File: config.mk
export PLATFORM = sky130hd
export DESIGN_NAME = uart_tx_stream
export DESIGN_NICKNAME = d
export VERILOG_FILES = /design/src/rtl/gpu_uart_pkg.sv /design/src/rtl/byte_fifo.sv /design/src/rtl/uart_tx_stream.sv
export SDC_FILE = /design/constraint.sdc
export NUM_CORES = 1
export LEC_CHECK = 0
export ABC_CLOCK_PERIOD_IN_PS = 3600
export BUFFER_PORTS_ARGS = -buffer_cell sky130_fd_sc_hd__buf_2
export CORE_ASPECT_RATIO = 1.2
export CORE_UTILIZATION = 65
export DETAILED_ROUTE_END_ITERATION = 8
export PLACE_DENSITY = 0.92
export SLEW_MARGIN = 20
export SYNTH_ARGS = -nofsm -noshare
export SYNTH_HDL_FRONTEND = slang
export SYNTH_SLANG_ARGS = --single-unit
File: constraint.sdc
create_clock -name CLK -period 3.6 [get_ports CLK]
set_input_delay 0.9 -clock CLK [delete_from_list [all_inputs] [get_ports CLK]]
set_output_delay 0.9 -clock CLK [all_outputs]
set_load 0.02 [all_outputs]
File: src/rtl/gpu_uart_pkg.sv
// Shared UART definitions for the TX and RX sides of the host link.
package gpu_uart_pkg;

    localparam int unsigned CLKS_PER_BIT_DEFAULT = 868;
    localparam int unsigned UART_DATA_BITS       = 8;

    typedef enum logic [1:0] {
        TX_IDLE  = 2'd0,
        TX_START = 2'd1,
        TX_DATA  = 2'd2,
        TX_STOP  = 2'd3
    } uart_state_e;

endpackage

File: src/rtl/byte_fifo.sv
// Small synchronous byte FIFO; dout always presents the head entry.
module byte_fifo
    import gpu_uart_pkg::*;
#(
    parameter int unsigned DEPTH = 4,
    localparam int unsigned AW   = $clog2(DEPTH),
    localparam int unsigned CW   = AW + 1
) (
    input  logic                      CLK,
    input  logic                      rst,
    input  logic                      push,
    input  logic [UART_DATA_BITS-1:0] din,
    input  logic                      pop,
    output logic [UART_DATA_BITS-1:0] dout,
    output logic [CW-1:0]             count,
    output logic                      full,
    output logic                      empty
);

    logic [UART_DATA_BITS-1:0] mem_q [DEPTH];
    logic [AW-1:0]             wr_ptr_q;
    logic [AW-1:0]             rd_ptr_q;
    logic [CW-1:0]             count_q;
    logic                      do_push;
    logic                      do_pop;

    assign full    = (count_q == CW'(DEPTH));
    assign empty   = (count_q == '0);
    assign do_push = push && !full;
    assign do_pop  = pop && !empty;
    assign dout    = mem_q[rd_ptr_q];
    assign count   = count_q;

    // Pointers wrap naturally because DEPTH is a power of two.
    always_ff @(posedge CLK) begin
        if (rst) begin
            wr_ptr_q <= '0;
            rd_ptr_q <= '0;
            count_q  <= '0;
        end else begin
            if (do_push) wr_ptr_q <= wr_ptr_q + AW'(1);
            if (do_pop)  rd_ptr_q <= rd_ptr_q + AW'(1);
            count_q <= count_q + CW'(do_push) - CW'(do_pop);
        end
    end

    always_ff @(posedge CLK) begin
        if (do_push) mem_q[wr_ptr_q] <= din;
    end

endmodule

File: src/rtl/uart_tx_stream.sv
// Byte sink for command responses: ready/valid into a FIFO, then UART 8N1 out, LSB first.
module uart_tx_stream
    import gpu_uart_pkg::*;
#(
    parameter int unsigned CLKS_PER_BIT = CLKS_PER_BIT_DEFAULT,
    parameter int unsigned FIFO_DEPTH   = 4
) (
    input  logic                      CLK,
    input  logic                      rst,
    input  logic [UART_DATA_BITS-1:0] tx_data,
    input  logic                      tx_valid,
    output logic                      tx_ready,
    output logic                      tx,
    output logic                      tx_busy,
    output logic                      overflow
);

    localparam int unsigned BW = $clog2(CLKS_PER_BIT);
    localparam int unsigned CW = $clog2(FIFO_DEPTH) + 1;
    localparam int unsigned IW = $clog2(UART_DATA_BITS);

    uart_state_e               state_q, state_d;
    logic [BW-1:0]             baud_q, baud_d;
    logic [IW-1:0]             bit_idx_q, bit_idx_d;
    logic [UART_DATA_BITS-1:0] shift_q, shift_d;
    logic                      tx_q, tx_d;
    logic                      busy_q, busy_d;
    logic                      overflow_q, overflow_d;

    logic                      fifo_push;
    logic                      fifo_pop;
    logic [UART_DATA_BITS-1:0] fifo_dout;
    logic [CW-1:0]             fifo_count;
    logic [CW-1:0]             count_next;
    logic                      fifo_full;
    logic                      fifo_empty;
    logic                      baud_done;

    byte_fifo #(.DEPTH(FIFO_DEPTH)) u_fifo (
        .CLK   (CLK),
        .rst   (rst),
        .push  (fifo_push),
        .din   (tx_data),
        .pop   (fifo_pop),
        .dout  (fifo_dout),
        .count (fifo_count),
        .full  (fifo_full),
        .empty (fifo_empty)
    );

    // Ready needs two free slots so a write issued one cycle after sampling it still fits.
    assign tx_ready   = (CW'(FIFO_DEPTH) - fifo_count) >= CW'(2);
    assign fifo_push  = tx_valid && !fifo_full;
    assign count_next = fifo_count + CW'(fifo_push) - CW'(fifo_pop);
    assign baud_done  = (baud_q == BW'(CLKS_PER_BIT - 1));

    assign tx       = tx_q;
    assign tx_busy  = busy_q;
    assign overflow = overflow_q;

    always_ff @(posedge CLK) begin
        if (rst) begin
            state_q    <= TX_IDLE;
            baud_q     <= '0;
            bit_idx_q  <= '0;
            shift_q    <= '0;
            tx_q       <= 1'b1;
            busy_q     <= 1'b0;
            overflow_q <= 1'b0;
        end else begin
            state_q    <= state_d;
            baud_q     <= baud_d;
            bit_idx_q  <= bit_idx_d;
            shift_q    <= shift_d;
            tx_q       <= tx_d;
            busy_q     <= busy_d;
            overflow_q <= overflow_d;
        end
    end

    always_comb begin
        state_d   = state_q;
        baud_d    = baud_q;
        bit_idx_d = bit_idx_q;
        shift_d   = shift_q;
        tx_d      = tx_q;
        fifo_pop  = 1'b0;

        case (state_q)
            TX_IDLE: begin
                tx_d = 1'b1;
                // Pop only from the registered count, so a byte pushed this cycle waits one cycle.
                if (!fifo_empty) begin
                    fifo_pop = 1'b1;
                    shift_d  = fifo_dout;
                    baud_d   = '0;
                    state_d  = TX_START;
                    tx_d     = 1'b0;
                end
            end
            TX_START: begin
                tx_d = 1'b0;
                if (baud_done) begin
                    baud_d    = '0;
                    bit_idx_d = '0;
                    state_d   = TX_DATA;
                    tx_d      = shift_q[0];
                end else begin
                    baud_d = baud_q + BW'(1);
                end
            end
            TX_DATA: begin
                tx_d = shift_q[0];
                if (baud_done) begin
                    baud_d  = '0;
                    shift_d = shift_q >> 1;
                    if (bit_idx_q == IW'(UART_DATA_BITS - 1)) begin
                        state_d = TX_STOP;
                        tx_d    = 1'b1;
                    end else begin
                        bit_idx_d = bit_idx_q + IW'(1);
                        tx_d      = shift_q[1];
                    end
                end else begin
                    baud_d = baud_q + BW'(1);
                end
            end
            TX_STOP: begin
                tx_d = 1'b1;
                if (baud_done) begin
                    baud_d  = '0;
                    state_d = TX_IDLE;
                end else begin
                    baud_d = baud_q + BW'(1);
                end
            end
            default: begin
                state_d = TX_IDLE;
                tx_d    = 1'b1;
            end
        endcase

        busy_d     = (state_d != TX_IDLE) || (count_next != '0);
        overflow_d = overflow_q || (tx_valid && fifo_full);
    end

endmodule

==> flow_summary.json <==
{
  "cts_buffers": 9,
  "synth_warnings": 0,
  "cpMostUsedCell": "ha_1",
  "synth_compound_area_share_pct": 8.94,
  "start_util_pct": 69.6,
  "coreArea_um2": 4360,
  "clock_path_buffers": 2,
  "clock-sinks": 67,
  "critPathLaunchType": "flip-flop",
  "rr_worst_depth": 9,
  "syn-mean-instance-area_um2": 12.0,
  "drt-initial-drc-count": 119,
  "synth_xor_area_share_pct": 2.60,
  "tritoncts": "done",
  "place_hpwl_um": 3670,
  "synthFlopType": "dfxtp_1",
  "first_global_vias": 1987,
  "syn_to_final_growth_pct": 9.23,
  "hold_buffers": 0,
  "finalNonFillerCells": 325,
  "power_per_cell_area_nw_per_um2": 727,
  "skew_ns": 0.0102,
  "grt_max_degree": 31,
  "synth_top_family_by_area": "simple AND/OR/NAND/NOR gates",
  "drt-vias-per-instance": 6.06,
  "cpPeakStageDelay_ns": 0.44,
  "finalHoldViolations": 0,
  "ys_types": 43,
  "drive_gt1_share_pct": 16.4,
  "grt_usage_pct": 24.7,
  "synth_top_area_share_pct": 31.7,
  "dieArea_um2": 4950,
  "required_ns": 2.70,
  "rrSetupSlack_ns": 0.92,
  "path_max_fanout": 3,
  "io_buffer_count": 14,
  "antenna_found_initial": 0,
  "status": "finished clean",
  "maxSlewHeadroom_pct": 54.1,
  "end_kind": "output pin",
  "antenna_left": 0,
  "synth_edf_count": 32,
  "syn_area_um2": 3040,
  "grt_pass1_wl_um": 9030,
  "cts_setup_buffers": 0,
  "pin_count": 15,
  "period_share_pct": 78.6,
  "overflow": 0,
  "yosys.cell_count.top_type": "dfxtp_1",
  "arrival_ns": 1.93,
  "path_cells": "inv_1 > ha_1 > ha_1 > or3b_2 > buf_2",
  "synth_area_leader_cell": "edfxtp_1",
  "root_buffer": "clkbuf_8",
  "synthCells": 253,
  "period_needed_ns": 2.83,
  "synth-adder-area-share_pct": 7.50,
  "place_inst": 309,
  "clock_latency_ns": 0.34,
  "clock.fmax_mhz": 354,
  "syn-num-nets": 281,
  "critPathSlowestCell": "or3b_2",
  "rows": 26,
  "drc": 0,
  "fin_setup_tns_ns": 0,
  "die_h_um": 76.9,
  "vias": 1971,
  "h-tree-depth": 3,
  "dr.pass1.iters": 4,
  "rsz0062_at_grt": "no",
  "slew_violations": 0,
  "worst-setup-path-type": "flip-flop to output pin",
  "p_leak_nw": 1.22,
  "async_flop_share_pct": 0,
  "fin_nets": 292,
  "maxCapViolCount": 0,
  "ys_ff_latch": 67,
  "min_path_type": "flip-flop to flip-flop",
  "finalWirelength_um": 5360,
  "ir_worst_vdd_uv": 591,
  "synth_commonest_cells": "dfxtp_1, edfxtp_1, nand2_1, nor2_1, ha_1",
  "place.gp.congestion": 0.757,
  "post_drt_wl_per_cell_um": 16.5,
  "num_antenna_cells": 0,
  "synthSimpleGateAreaFrac_pct": 14.9,
  "yosysSeqAreaShare_pct": 54.7,
  "clk_pin_slew_worst_paths_ns": 0.08,
  "tightest_slew_ns": 0.689,
  "setup_viol": 0,
  "ys_top_cells_by_area": "edfxtp_1, dfxtp_1, ha_1",
  "cts_resized": 0,
  "die_w_um": 64.4,
  "hold_depth": 2,
  "muxShareOfSynthArea_pct": 6.92
}
cells in the final DEF, fill, tap and decap left out, types with 2 or more instances in the layout:
master,count
dfxtp_1,35
edfxtp_1,32
nand2_1,23
nor2_1,21
ha_1,15
buf_2,14
inv_1,11
a311oi_1,9
a21oi_1,9
nand3_1,9
clkbuf_8,9
mux4_2,8
nor2b_1,7
and2_1,5
xnor2_1,5
xor2_1,4
nor3_1,3
and3_1,3
nand4_1,3
nor3b_1,3
a22o_1,3
o2111ai_1,3
o21ai_0,3
nand3b_1,3
mux2i_1,3
a31oi_1,3
clkinvlp_4,3
fa_1,2
bufinv_16,2
power breakdown:
part	total [mW]	switching, mW	internal (mW)
clock	0.692	0.299	0.393
combinational	0.683	0.368	0.315
sequential	1.03	0.102	0.933
worst max-delay path: cells and delay by family, from the launching register on:
kind,cells,cell delay [ns]
adder cells (fa/ha/maj),2,0.49
buffers and inverters,2,0.29
flip-flops,1,0.37
AND/OR/NAND/NOR,1,0.44
per-stage QoR:
step	cell area (um2)	total power [mW]	hold WS, ns	util (%)	worst slack (ns)
floorplan	3040	1.57	0.436	-	1.23
global placement	3090	1.67	0.443	70.9	1.09
detailed placement	3090	1.71	0.453	70.9	0.989
CTS	3320	2.42	0.469	76.1	0.753
global route	3320	2.56	0.497	76.1	0.702
finish	3320	2.41	0.471	76.1	0.772
per-layer routing:
layer	global-route usage [%]	vias up	routed length, um
met5	0	-	0
li1	-	947	-
met2	41.4	41	2810
met1	28.3	972	2230
met4	11.3	0	100
met3	7.89	11	218
final cells by class:
cell class	instances	area, um2
multi-input cells	160	1240
well taps	56	70.1
repair buffers	15	77.6
clock buffers	9	124
fillers	269	1040
inverters	11	41.3
clock inverters	7	100
flip-flops and latches	67	1660
final timing paths:
path,start,to
worst max-delay path,u_fifo.count[1]$_SDFF_PP0_,tx_ready
worst min-delay path,bit_idx_q[2]$_SDFFE_PP0P_,bit_idx_q[2]$_SDFFE_PP0P_
worst max register to register,u_fifo.count[1]$_SDFF_PP0_,u_fifo.count[1]$_SDFF_PP0_
worst min register to register,bit_idx_q[2]$_SDFFE_PP0P_,bit_idx_q[2]$_SDFFE_PP0P_
cell families (layout without fill, tap and decap cells):
| group | after synthesis | count (layout) |
|---|---|---|
| compound gates | 36 | 36 |
| buf+inv | 26 | 42 |
| xor+xnor | 9 | 9 |
| fa+ha+maj | 17 | 17 |
| simple gates | 87 | 87 |
| mux | 11 | 11 |
| flops | 67 | 67 |
registers in the layout, indices dropped and copies added (netlist names), named ones only:
name             cells
u_fifo.wr_ptr_q      2
u_fifo.mem_q        32
tx                   1
bit_idx_q            3
tx_busy              1
state_q              2
u_fifo.count         3
shift_q              8
baud_q              10
u_fifo.rd_ptr_q      2
overflow             1
Power figures use the tool's default switching activity.
